[src/rtl/pwm_audio_pkg.sv]
// Shared definitions for the PWM audio path: default widths, midscale and the
// sample-scheduler state encoding.
package pwm_audio_pkg;

    localparam int SAMPLE_W_DEF = 12;
    localparam int PERIOD_DEF   = 4095;
    localparam logic [SAMPLE_W_DEF-1:0] MID = SAMPLE_W_DEF'(1 << (SAMPLE_W_DEF - 1));

    typedef enum logic [2:0] {
        IDLE     = 3'd0,
        RUN      = 3'd1,
        MUTING   = 3'd2,
        MUTED    = 3'd3,
        UNMUTING = 3'd4
    } sched_state_t;

endpackage

[src/rtl/sync_fifo.sv]
// Small synchronous FIFO with occupancy count and a flush that clears it in
// one clock. The head entry is always visible on dout.
module sync_fifo #(
    parameter  int DEPTH = 4,
    parameter  int WIDTH = 12,
    localparam int PTR_W = $clog2(DEPTH),
    localparam int LVL_W = PTR_W + 1
) (
    input  logic             clk,
    input  logic             rst,
    input  logic             flush,
    input  logic             push,
    input  logic [WIDTH-1:0] din,
    input  logic             pop,
    output logic [WIDTH-1:0] dout,
    output logic [LVL_W-1:0] level,
    output logic             empty
);

    logic [WIDTH-1:0] mem [DEPTH];
    logic [PTR_W-1:0] wr_ptr;
    logic [PTR_W-1:0] rd_ptr;
    logic             do_push;
    logic             do_pop;

    // Flush wins over a same-cycle push, so that entry is lost.
    assign empty   = (level == '0);
    assign do_push = push && (level != LVL_W'(DEPTH)) && !flush;
    assign do_pop  = pop && !empty && !flush;
    assign dout    = mem[rd_ptr];

    always_ff @(posedge clk) begin
        if (do_push) begin
            mem[wr_ptr] <= din;
        end
    end

    always_ff @(posedge clk) begin
        if (rst || flush) begin
            wr_ptr <= '0;
            rd_ptr <= '0;
            level  <= '0;
        end else begin
            if (do_push) begin
                wr_ptr <= wr_ptr + PTR_W'(1);
            end
            if (do_pop) begin
                rd_ptr <= rd_ptr + PTR_W'(1);
            end
            if (do_push && !do_pop) begin
                level <= level + LVL_W'(1);
            end else if (!do_push && do_pop) begin
                level <= level - LVL_W'(1);
            end
        end
    end

endmodule

[src/rtl/pwm_sample_sched.sv]
// Frame scheduler in front of pwm_audio: buffers producer samples and releases
// one per PWM frame at the frame boundary, with underrun hold and mute ramps.
module pwm_sample_sched
    import pwm_audio_pkg::*;
#(
    parameter  int SAMPLE_W   = SAMPLE_W_DEF,
    parameter  int PERIOD     = PERIOD_DEF,
    parameter  int FIFO_DEPTH = 4,
    parameter  int RAMP_STEP  = 64,
    localparam int LVL_W      = $clog2(FIFO_DEPTH) + 1
) (
    input  logic                clk,
    input  logic                rst,
    input  logic                en,
    input  logic                mute,
    input  logic                s_valid,
    output logic                s_ready,
    input  logic [SAMPLE_W-1:0] s_data,
    output logic [SAMPLE_W-1:0] sample,
    output logic                frame_strobe,
    output logic                underrun,
    output logic [LVL_W-1:0]    fifo_level,
    output logic [2:0]          state
);

    localparam int CNT_W = (PERIOD > 1) ? $clog2(PERIOD) : 1;
    localparam logic [CNT_W-1:0]           LAST    = CNT_W'(PERIOD - 1);
    localparam logic [SAMPLE_W-1:0]        MID_S   = SAMPLE_W'(1 << (SAMPLE_W - 1));
    localparam logic [SAMPLE_W-1:0]        STEP_U  = SAMPLE_W'(RAMP_STEP);
    localparam logic signed [SAMPLE_W:0]   STEP_S  = (SAMPLE_W + 1)'(RAMP_STEP);

    sched_state_t        st;
    logic [CNT_W-1:0]    cnt;
    logic [SAMPLE_W-1:0] target;
    logic [SAMPLE_W-1:0] head;
    logic                fifo_empty;
    logic                push;
    logic                pop;
    logic [SAMPLE_W-1:0] unmute_tgt;
    logic [SAMPLE_W-1:0] mute_step;
    logic [SAMPLE_W-1:0] unmute_step;

    // One step of at most RAMP_STEP toward tgt; lands exactly on tgt when close.
    function automatic logic [SAMPLE_W-1:0] ramp_toward(
        input logic [SAMPLE_W-1:0] cur,
        input logic [SAMPLE_W-1:0] tgt
    );
        logic signed [SAMPLE_W:0] diff;
        diff = $signed({1'b0, tgt}) - $signed({1'b0, cur});
        if (diff > STEP_S) begin
            return cur + STEP_U;
        end else if (diff < -STEP_S) begin
            return cur - STEP_U;
        end else begin
            return tgt;
        end
    endfunction

    // Handshake: a sample transfers on any clock where s_valid && s_ready.
    // s_ready looks only at the registered level, so a pop in the same cycle
    // never frees room for a push; it also drops in reset and while idle.
    assign s_ready      = !rst && (st != IDLE) && (fifo_level < LVL_W'(FIFO_DEPTH));
    assign push         = s_valid && s_ready && en;
    assign frame_strobe = !rst && en && (st != IDLE) && (cnt == LAST);
    assign pop          = frame_strobe && !fifo_empty;

    assign unmute_tgt  = fifo_empty ? target : head;
    assign mute_step   = ramp_toward(sample, MID_S);
    assign unmute_step = ramp_toward(sample, unmute_tgt);
    assign state       = st;

    sync_fifo #(
        .DEPTH (FIFO_DEPTH),
        .WIDTH (SAMPLE_W)
    ) u_fifo (
        .clk   (clk),
        .rst   (rst),
        .flush (!en),
        .push  (push),
        .din   (s_data),
        .pop   (pop),
        .dout  (head),
        .level (fifo_level),
        .empty (fifo_empty)
    );

    always_ff @(posedge clk) begin
        if (rst || !en) begin
            st       <= IDLE;
            cnt      <= '0;
            sample   <= MID_S;
            target   <= MID_S;
            underrun <= 1'b0;
        end else begin
            underrun <= 1'b0;
            if (st == IDLE) begin
                cnt <= '0;
                st  <= mute ? MUTED : RUN;
            end else begin
                cnt <= (cnt == LAST) ? '0 : cnt + CNT_W'(1);
                if (frame_strobe) begin
                    // Remember the newest stream value as the unmute target.
                    if (!fifo_empty) begin
                        target <= head;
                    end
                    case (st)
                        RUN: begin
                            if (!fifo_empty) begin
                                sample <= head;
                            end else begin
                                underrun <= 1'b1;
                            end
                            if (mute) begin
                                st <= MUTING;
                            end
                        end
                        MUTING: begin
                            sample <= mute_step;
                            if (mute_step == MID_S) begin
                                st <= MUTED;
                            end
                        end
                        MUTED: begin
                            sample <= MID_S;
                            if (!mute) begin
                                st <= UNMUTING;
                            end
                        end
                        UNMUTING: begin
                            if (mute) begin
                                sample <= mute_step;
                                st     <= (mute_step == MID_S) ? MUTED : MUTING;
                            end else begin
                                sample <= unmute_step;
                                if (unmute_step == unmute_tgt) begin
                                    st <= RUN;
                                end
                            end
                        end
                        default: begin
                            st <= IDLE;
                        end
                    endcase
                end
            end
        end
    end

endmodule

[config.mk]
export PLATFORM = sky130hd
export DESIGN_NAME = pwm_sample_sched
export DESIGN_NICKNAME = d
export VERILOG_FILES = /design/src/rtl/pwm_audio_pkg.sv /design/src/rtl/sync_fifo.sv /design/src/rtl/pwm_sample_sched.sv
export SDC_FILE = /design/constraint.sdc
export NUM_CORES = 1
export LEC_CHECK = 0
export BUFFER_PORTS_ARGS = -buffer_cell sky130_fd_sc_hd__buf_2
export CORE_ASPECT_RATIO = 0.7
export CORE_MARGIN = 1.5
export CORE_UTILIZATION = 55
export DETAILED_ROUTE_END_ITERATION = 7
export GPL_TIMING_DRIVEN = 0
export PLACE_DENSITY = 0.73
export SLEW_MARGIN = 40
export SYNTH_ARGS = -nofsm -noshare
export SYNTH_HDL_FRONTEND = slang
export SYNTH_SLANG_ARGS = --single-unit
[constraint.sdc]
create_clock -name clk -period 8.45 [get_ports clk]
set_input_delay 1.69 -clock clk [delete_from_list [all_inputs] [get_ports clk]]
set_output_delay 1.69 -clock clk [all_outputs]
set_load 0.005 [all_outputs]
==> impl_metrics.json, run 1 <==
{
  "reg2reg_to": "state[1]",
  "holdCritStartpoint": "target[1]",
  "stdcell_count": 801,
  "netlist_instances": 617,
  "path_class": "reg -> reg",
  "cts_setup_buffers": 0,
  "max_freq_ghz": 0.189,
  "timing.final.crit_share_pct": 62.8,
  "routed-via-count": 4988,
  "dp_cells": 785,
  "finalPower_mw": 1.07,
  "cts_tree": "done",
  "synthesis.area_um2": 5860,
  "relSlewSlack_pct": 47.1,
  "finalHoldViolations": 0,
  "overflow": 0,
  "r2r_setup_slack_ps": 3150,
  "synth.area.top_cells": "edfxtp_1, dfxtp_1, ha_1, a21oi_1, nand2_1",
  "synth-seq-cells": 97,
  "ff_latch_area_um2": 2420,
  "cp-end-kind": "register",
  "synthDominantCellAreaShare_pct": 24.6,
  "worst_pin_slew_ps": 793,
  "cp-start-kind": "register",
  "cts_root_buf": "clkbuf_16",
  "fillCellCount": 856,
  "coreArea_um2": 10400,
  "clockBufferDepth": 2,
  "wirelength_um": 15000,
  "async_reset_ff_share_pct": 0,
  "dieArea_um2": 11300,
  "ff2ff_path_depth": 18,
  "cts_buffers": 9,
  "ios": 38,
  "ys_seq_area_share_pct": 41.4,
  "antenna_left": 0,
  "yosys.area.top_type": "edfxtp_1",
  "rows": 31,
  "areaGrowthSynthToFinish_pct": 11.3,
  "grt_max_degree": 20,
  "vdd_drop_max_mv": 0.144,
  "setup_tns_ps": 0,
  "path_max_fanout": 10,
  "leakage_nw": 2.40,
  "initial_core_util_pct": 56.5,
  "vias_per_cell": 6.23,
  "synth.distinct_cells": 75,
  "post_drt_wl_per_cell_um": 18.8,
  "ys_top_cells_by_count": "nand2_1, nor2_1, a21oi_1, dfxtp_1, edfxtp_1",
  "ys.flop_type": "dfxtp_1",
  "syn_avg_cell_area_um2": 9.49,
  "crit_arrival_ps": 5510,
  "chipWidth_um": 126,
  "rsz0062_at_grt": "false",
  "holdBufCountCts": 0,
  "fin_skew_ps": 5.97,
  "setup_viol_count_final": 0,
  "firstDrtPassIters": 6,
  "drtIter0Drc": 545,
  "numPortBuffers": 36,
  "grt.total_usage_pct": 27.9,
  "drc": 0,
  "antenna_cells": 0,
  "fin_util_pct": 62.9,
  "fin_crit_ps": 5300,
  "nets": 705,
  "slew_viol_final": 0,
  "drv.max_cap_violation_count": 0,
  "place_hpwl_um": 11200,
  "worstHoldPathCells": 2,
  "cts_resized": 0,
  "whs_endpoint": "target[1]",
  "yosys.cell_count.top_type": "nand2_1",
  "synth-edff-count": 48,
  "grt_pass1_vias": 4536,
  "timing.hold.ws_ps": 460,
  "worst_ep_required_time_ps": 8650,
  "syn-num-nets": 658,
  "grt_pass1_wl_um": 24100,
  "min_path_type": "reg -> reg",
  "clock_latency_ps": 350,
  "path_clk_slew_ps": 70,
  "power_density_nw_per_um2": 164,
  "gp_congestion": 0.950,
  "h-tree-depth": 3,
  "die_h_um": 89.3,
  "clock_sinks": 97,
  "status": "finished clean",
  "drive_gt1_share_pct": 13.6,
  "grt_antenna_before_repair": 0,
  "multi_input_area_um2": 3200,
  "yosys_warnings": 0
}
==> critical path, stage by stage (launching register included) <==
cell	delay, ps
dfxtp_1	460
buf_1	560
mux2i_1	270
nor2_1	60
a21oi_1	460
o21ai_0	270
ha_1	340
clkbuf_1	180
nand3_1	130
nand2_1	90
o311a_1	410
o211ai_1	180
nand2_1	340
a31o_4	380
or3_1	330
o211ai_2	160
o41a_4	250
mux2i_1	200
a21oi_1	90
==> per-layer routing <==
layer	vias to the layer above	share of wire [%]	track usage, %
met3	18	9.2	8.26
met4	0	1.1	6.17
met1	2404	47	40.2
li1	2341	-	-
met5	-	0	0
met2	225	42	41.9
==> area by class of cell <==
class | count | area share, %
buffer | 31 | 1.98
clock buffer | 9 | 3.45
clock inverter | 7 | 1.42
inverter | 28 | 1.61
multi-input combinational | 461 | 49.1
sequential | 97 | 37.2
tap | 132 | 2.53
timing repair buffer | 36 | 2.76
==> cells by family after synthesis <==
kind of cell,count (synthesis),synth area share [%]
adders and majority gates,24,5.38
DFF,97,41.4
buffers and inverters,59,4.00
muxes,36,8.63
xor gates and xnor gates,36,5.38
AOI/OAI and AO/OA,160,18.2
and+or+nand+nor,205,17.1
==> power breakdown <==
group          leakage [nW]  switching (mW)  internal (mW)
sequential            0.827         0.00126          0.495
clock                 0.156           0.195          0.239
combinational          1.41          0.0869         0.0550
total                  2.40           0.283          0.788
==> stage by stage <==
stage                     setup WS, ps  area, µm²
after floorplan                   4040       5860
after global placement            3220       6200
after detailed placement          3250       6200
after CTS                         3220       6520
after global routing              2790       6520
final                             3150       6520
==> flip-flops by register name, summed over array words and instances (netlist names), named ones only <==
signal         count
sample            12
u_fifo.mem        48
u_fifo.rd_ptr      2
cnt               12
underrun           1
u_fifo.level       3
state              3
target            12
u_fifo.wr_ptr      2
==> how the worst max path moves through the flow <==
| stage | from | endpoint | slack, ps | cells after the start |
|---|---|---|---|---|
| 2_1_floorplan | register | state[1] | 4040 | 18 |
| 4_1_cts | register | state[1] | 3220 | 17 |
| 3_5_place_dp | register | state[1] | 3250 | 17 |
| 3_3_place_gp | register | state[1] | 3220 | 17 |
| 6_report | register | state[1] | 3150 | 18 |
| 5_1_grt | register | state[0] | 2790 | 17 |
==> layout by cell type (no fill, tap or decap), drive strengths merged, types with 20 or more instances in the layout <==
cell type	n
dfxtp	49
xnor2	24
o21ai	33
nor2	63
ha	22
a21oi	54
inv	33
edfxtp	48
clkbuf	32
nand2	66
buf	44
mux2i	20
No activity file was read; power rests on OpenSTA's default activity.
==> run 2: changes to the inputs <==
PLACE_DENSITY = 0.76   (was 0.73)
clock period = 4.7 ns   (was 8.45 ns; I/O delays follow)
==> run 2 against run 1 <==
Net effect: global-route usage rose by 0.55 points; routed wire length rose by 4.5%; largest power group unchanged; utilization rose by 1.3 points; sequential power rose by 80%; combinational power rose by 110%; clock-buffer cell count rose by 1; register-to-register slack got worse by 3000 ps; total power rose by 74%; flip-flop and latch count did not move; non-clock buffer count rose by 5; clock skew rose by 0.53 ps; sequential share of layout area fell by 0.67 points.
==> impl_metrics.json, run 2 (synthesis results as in run 1) <==
{
  "finalHoldViolations": 0,
  "routed-via-count": 5115,
  "cts_tree": "done",
  "vdd_drop_max_mv": 0.231,
  "clockBufferDepth": 2,
  "fin_crit_ps": 4550,
  "stdcell_count": 807,
  "drive_gt1_share_pct": 17.0,
  "worst_pin_slew_ps": 823,
  "most-common-layout-cells": "nand2_1, nor2_1, a21oi_1",
  "path_max_fanout": 10,
  "grt_pass1_wl_um": 24300,
  "largest_reg_flops": 48,
  "min_path_type": "reg -> reg",
  "preCtsSetupSlack_ps": -571,
  "fin_util_pct": 64.2,
  "nets": 711,
  "dieArea_um2": 11300,
  "antenna_left": 0,
  "initial_core_util_pct": 56.5,
  "rsz0062_at_grt": "false",
  "post_drt_wl_per_cell_um": 19.5,
  "rows": 31,
  "antenna_cells": 0,
  "grt_pass1_vias": 4588,
  "die_h_um": 89.3,
  "cp-start-kind": "register",
  "place_hpwl_um": 11400,
  "grt_max_degree": 17,
  "timing.final.crit_share_pct": 96.8,
  "vias_per_cell": 6.34,
  "leakage_nw": 2.44,
  "status": "finished clean",
  "numPortBuffers": 36,
  "clock_latency_ps": 340,
  "relSlewSlack_pct": 44.7,
  "ios": 38,
  "firstDrtPassIters": 5,
  "h-tree-depth": 3,
  "dp_cells": 785,
  "areaGrowthSynthToFinish_pct": 13.6,
  "slew_viol_final": 0,
  "wirelength_um": 15700,
  "power_density_nw_per_um2": 281,
  "drv.max_cap_violation_count": 0,
  "grt_antenna_before_repair": 0,
  "cts_root_buf": "clkbuf_16",
  "setup_viol_count_final": 0,
  "worst_slack_ps": 152,
  "drtIter0Drc": 687,
  "clock_sinks": 97,
  "fin_skew_ps": 6.50,
  "path_class": "reg -> reg",
  "coreArea_um2": 10400,
  "fillCellCount": 816,
  "worst_ep_required_time_ps": 4950,
  "cts_buffers": 9,
  "drc": 0,
  "gp_congestion": 0.953,
  "max_freq_ghz": 0.220,
  "grt.total_usage_pct": 28.5,
  "timing.hold.ws_ps": 460,
  "final_common_cell": "nand2_1",
  "overflow": 0,
  "crit_arrival_ps": 4800,
  "top_register": "u_fifo.mem",
  "chipWidth_um": 126,
  "path_clk_slew_ps": 70,
  "cp-end-kind": "register"
}
[run 2: changes by cell type in the layout (fill, tap and decap cells not counted), sizes merged]
cell | previous run | this run
bufinv | 1 | 0
inv | 33 | 29
clkinvlp | 0 | 1
clkbuf | 32 | 31
buf | 44 | 51
mux2i | 20 | 21
clkinv | 1 | 4
[run 2: worst max-delay path, stage by stage (launching register included)]
cell and delay, ps:
dfxtp_1 380, or3_4 490, buf_4 230, mux2i_4 220, ha_1 230, fa_1 270, nor2b_4 60, o2111a_1 260
o311a_1 390, or3_4 350, a22oi_2 200, nand4bb_4 230, mux2i_4 350, mux2_2 400, o21bai_1 120, a21oi_1 80
o22ai_1 180
[run 2: final cells by class]
type / instances / area [µm²] / area share (%)
sequential: 97 / 2430 / 36.5
clock inverter: 6 / 43.8 / 0.658
tap: 132 / 165 / 2.48
clock buffer: 10 / 229 / 3.44
inverter: 28 / 105 / 1.58
timing repair buffer: 43 / 233 / 3.50
multi-input combinational: 462 / 3300 / 49.6
buffer: 29 / 150 / 2.26
[run 2: per-stage QoR]
stage / total power, mW / cell area, µm² / TNS [ps]
2_1_floorplan: 1.10 / 5860 / 0
3_3_place_gp: 1.15 / 6200 / -4370
3_5_place_dp: 1.16 / 6200 / -6560
4_1_cts: 1.84 / 6530 / 0
5_1_grt: 1.93 / 6650 / 0
6_report: 1.87 / 6650 / 0
[run 2: where the power goes]
part	internal [mW]	switching, mW	total, mW
Combinational	0.119	0.176	0.295
Clock	0.361	0.320	0.681
Sequential	0.890	0.00247	0.892
[run 2: routing by layer]
| layer | track usage [%] | share of wire (%) | up-vias |
|---|---|---|---|
| met4 | 7.21 | 1.3 | 0 |
| li1 | - | - | 2365 |
| met1 | 40.7 | 45 | 2416 |
| met3 | 8.02 | 11 | 24 |
| met5 | 0 | 0 | - |
| met2 | 43.0 | 43 | 310 |
[run 2: final timing paths]
check | from | endpoint | slack (ps) | depth (start not counted)
min reg2reg | target[8] | target[8] | 460 | 2
max | u_fifo.level[0] | sample[0] | 150 | 16
min | target[8] | target[8] | 460 | 2
max reg2reg | u_fifo.level[0] | sample[0] | 150 | 16
[run 2: what timing repair did]
action	in CTS	in global routing
pin swaps	0	3
setup buffers	1	6
hold buffers	0	0
setup endpoints to repair	15	14
hold endpoints to repair	0	0
gates cloned	1	0
resized for setup	15	18
==> run 3: changes to the inputs <==
SYNTH_HIERARCHICAL = 1   (was unset)
==> run 3 against run 2 <==
Net effect: total power grew 4.4%; worst setup slack better by 12 ps; flip-flop and latch count is the same; synthesized area grew 3.1%.
==> impl_metrics.json, run 3 <==
{
  "areaGrowthSynthToFinish_pct": 14.2,
  "initial_core_util_pct": 57.4,
  "switchingPower_mw": 0.413,
  "largest_reg_flops": 48,
  "setup_viol_count_final": 0,
  "ff2ff_path_depth": 14,
  "path_clk_slew_ps": 60,
  "finalHoldViolations": 0,
  "power_density_nw_per_um2": 283,
  "chipWidth_um": 128,
  "holdCritStartpoint": "target[10]",
  "drtIter0Drc": 626,
  "wirelength_um": 16400,
  "clock_sinks": 97,
  "preCtsSetupSlack_ps": -641,
  "yosys.cell_count.top_type": "dfxtp_1",
  "seqPwrFrac_pct": 45.7,
  "fin_util_pct": 65.6,
  "firstDrtPassIters": 5,
  "synth.distinct_cells": 77,
  "cp-start-kind": "register",
  "overflow": 0,
  "place_hpwl_um": 12200,
  "rr_startpoint": "u_fifo/level[2]",
  "path_class": "reg -> reg",
  "grt_pass1_wl_um": 25800,
  "status": "finished clean",
  "relSlewSlack_pct": 41.8,
  "grt_antenna_before_repair": 0,
  "coreArea_um2": 10500,
  "grt_pass1_vias": 4908,
  "gr-usage-met3_pct": 6.34,
  "swShare_pct": 21.2,
  "drc": 0,
  "cts_tree": "done",
  "worstHoldPathCells": 2,
  "post_drt_wl_per_cell_um": 20.0,
  "syn_avg_cell_area_um2": 9.77,
  "rows": 31,
  "whs_endpoint": "target[10]",
  "stdcell_count": 819,
  "reg2reg_to": "sample[0]",
  "worst_ep_required_time_ps": 4930,
  "yosys.area.top_type": "edfxtp_1",
  "ios": 38,
  "synthesis.area_um2": 6040,
  "yosys_warnings": 6,
  "netlist_instances": 618,
  "gp_congestion": 0.928,
  "slew_viol_final": 0,
  "synth-seq-cells": 97,
  "dieArea_um2": 11600,
  "numPortBuffers": 36,
  "ys_top_cells_by_count": "dfxtp_1, edfxtp_1, nor2_1, a21oi_1, nand2_1",
  "clockBufferDepth": 2,
  "ys.flop_type": "dfxtp_1",
  "min_path_type": "reg -> reg",
  "max_freq_ghz": 0.220,
  "nets": 707,
  "h-tree-depth": 3,
  "clock_latency_ps": 340,
  "synthDominantCellAreaShare_pct": 23.9,
  "crit_arrival_ps": 4770,
  "combPwrFrac_pct": 9.0,
  "drive_gt1_share_pct": 16.8,
  "cp-end-kind": "register",
  "fin_crit_ps": 4540,
  "timing.hold.ws_ps": 465,
  "grt_use_met1_pct": 43.2,
  "syn-num-nets": 659,
  "ys_seq_area_share_pct": 40.1,
  "top_usage_layer": "met1",
  "antenna_cells": 0,
  "met2_usage_pct": 43.0,
  "grt_max_degree": 16,
  "synth-edff-count": 48,
  "cts_root_buf": "clkbuf_16",
  "dp_cells": 802,
  "worst_pin_slew_ps": 865,
  "async_reset_ff_share_pct": 0,
  "worst_slack_ps": 164,
  "timing.final.crit_share_pct": 96.5,
  "die_h_um": 90.6,
  "path_max_fanout": 10,
  "vias_per_cell": 6.53,
  "grt.total_usage_pct": 28.7,
  "fin_skew_ps": 4.04,
  "routed-via-count": 5352,
  "drv.max_cap_violation_count": 0,
  "fillCellCount": 830,
  "most-common-layout-cells": "dfxtp_1, edfxtp_1, nor2_1",
  "top_register": "u_fifo/mem",
  "antenna_left": 0,
  "intPower_mw": 1.54,
  "synth.area.top_cells": "edfxtp_1, dfxtp_1, ha_1, mux4_2, a21oi_1",
  "clkPwrFrac_pct": 45.3,
  "leakage_nw": 2.62,
  "vdd_drop_max_mv": 0.229,
  "r2r_setup_slack_ps": 160,
  "cts_buffers": 9
}
[run 3: cell count changes after synthesis, sizes merged, moves of 8 or more]
| cell | before | now |
|---|---|---|
| inv | 28 | 37 |
| xor2 | 12 | 20 |
| mux2i | 20 | 11 |
| nand3 | 11 | 20 |
| o21ai | 33 | 25 |
| nor2 | 63 | 45 |
| nand2 | 66 | 42 |
| a221o | 0 | 13 |
| a21oi | 54 | 42 |
[run 3: logic make-up after synthesis]
| kind of cell | Yosys count | share of synthesized area [%] |
|---|---|---|
| muxes | 32 | 8.04 |
| xor gates and xnor gates | 40 | 5.80 |
| DFF | 97 | 40.1 |
| and+or+nand+nor | 192 | 16.5 |
| adders and majority gates | 24 | 5.22 |
| buffers and inverters | 70 | 4.83 |
| AOI/OAI and AO/OA | 163 | 19.4 |
[run 3: worst max-delay path by stage]
stage                    startpoint  cells after the start          to  slack (ps)
CTS                 u_fifo/level[0]                     16  sample[11]          10
global placement    u_fifo/level[0]                     15   sample[1]        -620
floorplan           u_fifo/level[0]                     14   sample[5]         240
detailed placement  u_fifo/level[0]                     15   sample[2]        -640
finish              u_fifo/level[2]                     14   sample[0]         160
global route        u_fifo/level[2]                     15  sample[11]         -10
[run 3: routing by layer]
layer  vias to the layer above  part of all wire [%]
met1                      2581                    45
met2                       321                    44
met5                         -                     0
met3                        27                    10
li1                       2423                     -
met4                         0                  0.90
[run 3: through the flow]
step / power, mW / cell area (µm²) / TNS [ps]
finish: 1.95 / 6890 / 0
global route: 2.01 / 6890 / -10.2
CTS: 1.95 / 6830 / 0
detailed placement: 1.07 / 6410 / -8280
global placement: 1.06 / 6400 / -7450
floorplan: 1.02 / 6040 / 0
[run 3: final cells by class]
| type | instances | area (µm²) | share of cell area (%) |
|---|---|---|---|
| multi-input cells | 451 | 3420 | 49.7 |
| flip-flops and latches | 97 | 2420 | 35.2 |
| clock buffers | 10 | 239 | 3.47 |
| repair buffers | 37 | 188 | 2.72 |
| well taps | 148 | 185 | 2.69 |
| plain buffers | 32 | 164 | 2.38 |
| inverters | 38 | 143 | 2.07 |
| clock inverters | 6 | 129 | 1.87 |
[run 3: timing repair]
item,4_1_cts,5_1_grt
endpoints found under the setup margin,14,14
gates resized for setup,10,17
hold endpoints to repair,0,0
pin swaps,2,1
buffers inserted,1,0
hold buffers,0,0
[run 3: power by group through the flow]
stage | clock network, mW | registers [mW] | logic [mW]
2_1_floorplan | 0 | 0.910 | 0.110
3_3_place_gp | 0 | 0.910 | 0.152
3_5_place_dp | 0 | 0.911 | 0.156
4_1_cts | 0.893 | 0.892 | 0.165
5_1_grt | 0.928 | 0.892 | 0.186
6_report | 0.883 | 0.892 | 0.175
[run 3: worst max-delay path: stages, from the launching register on]
cell and delay, ps:
dfxtp_1 390, nor3_1 250, buf_4 240, buf_6 230, mux2_2 440, ha_1 280
buf_2 170, and4_1 200, nor2b_2 180, o31a_1 350, or4b_1 520, o31a_4 360
o21ai_1 460, a21oi_1 140, o21a_1 210
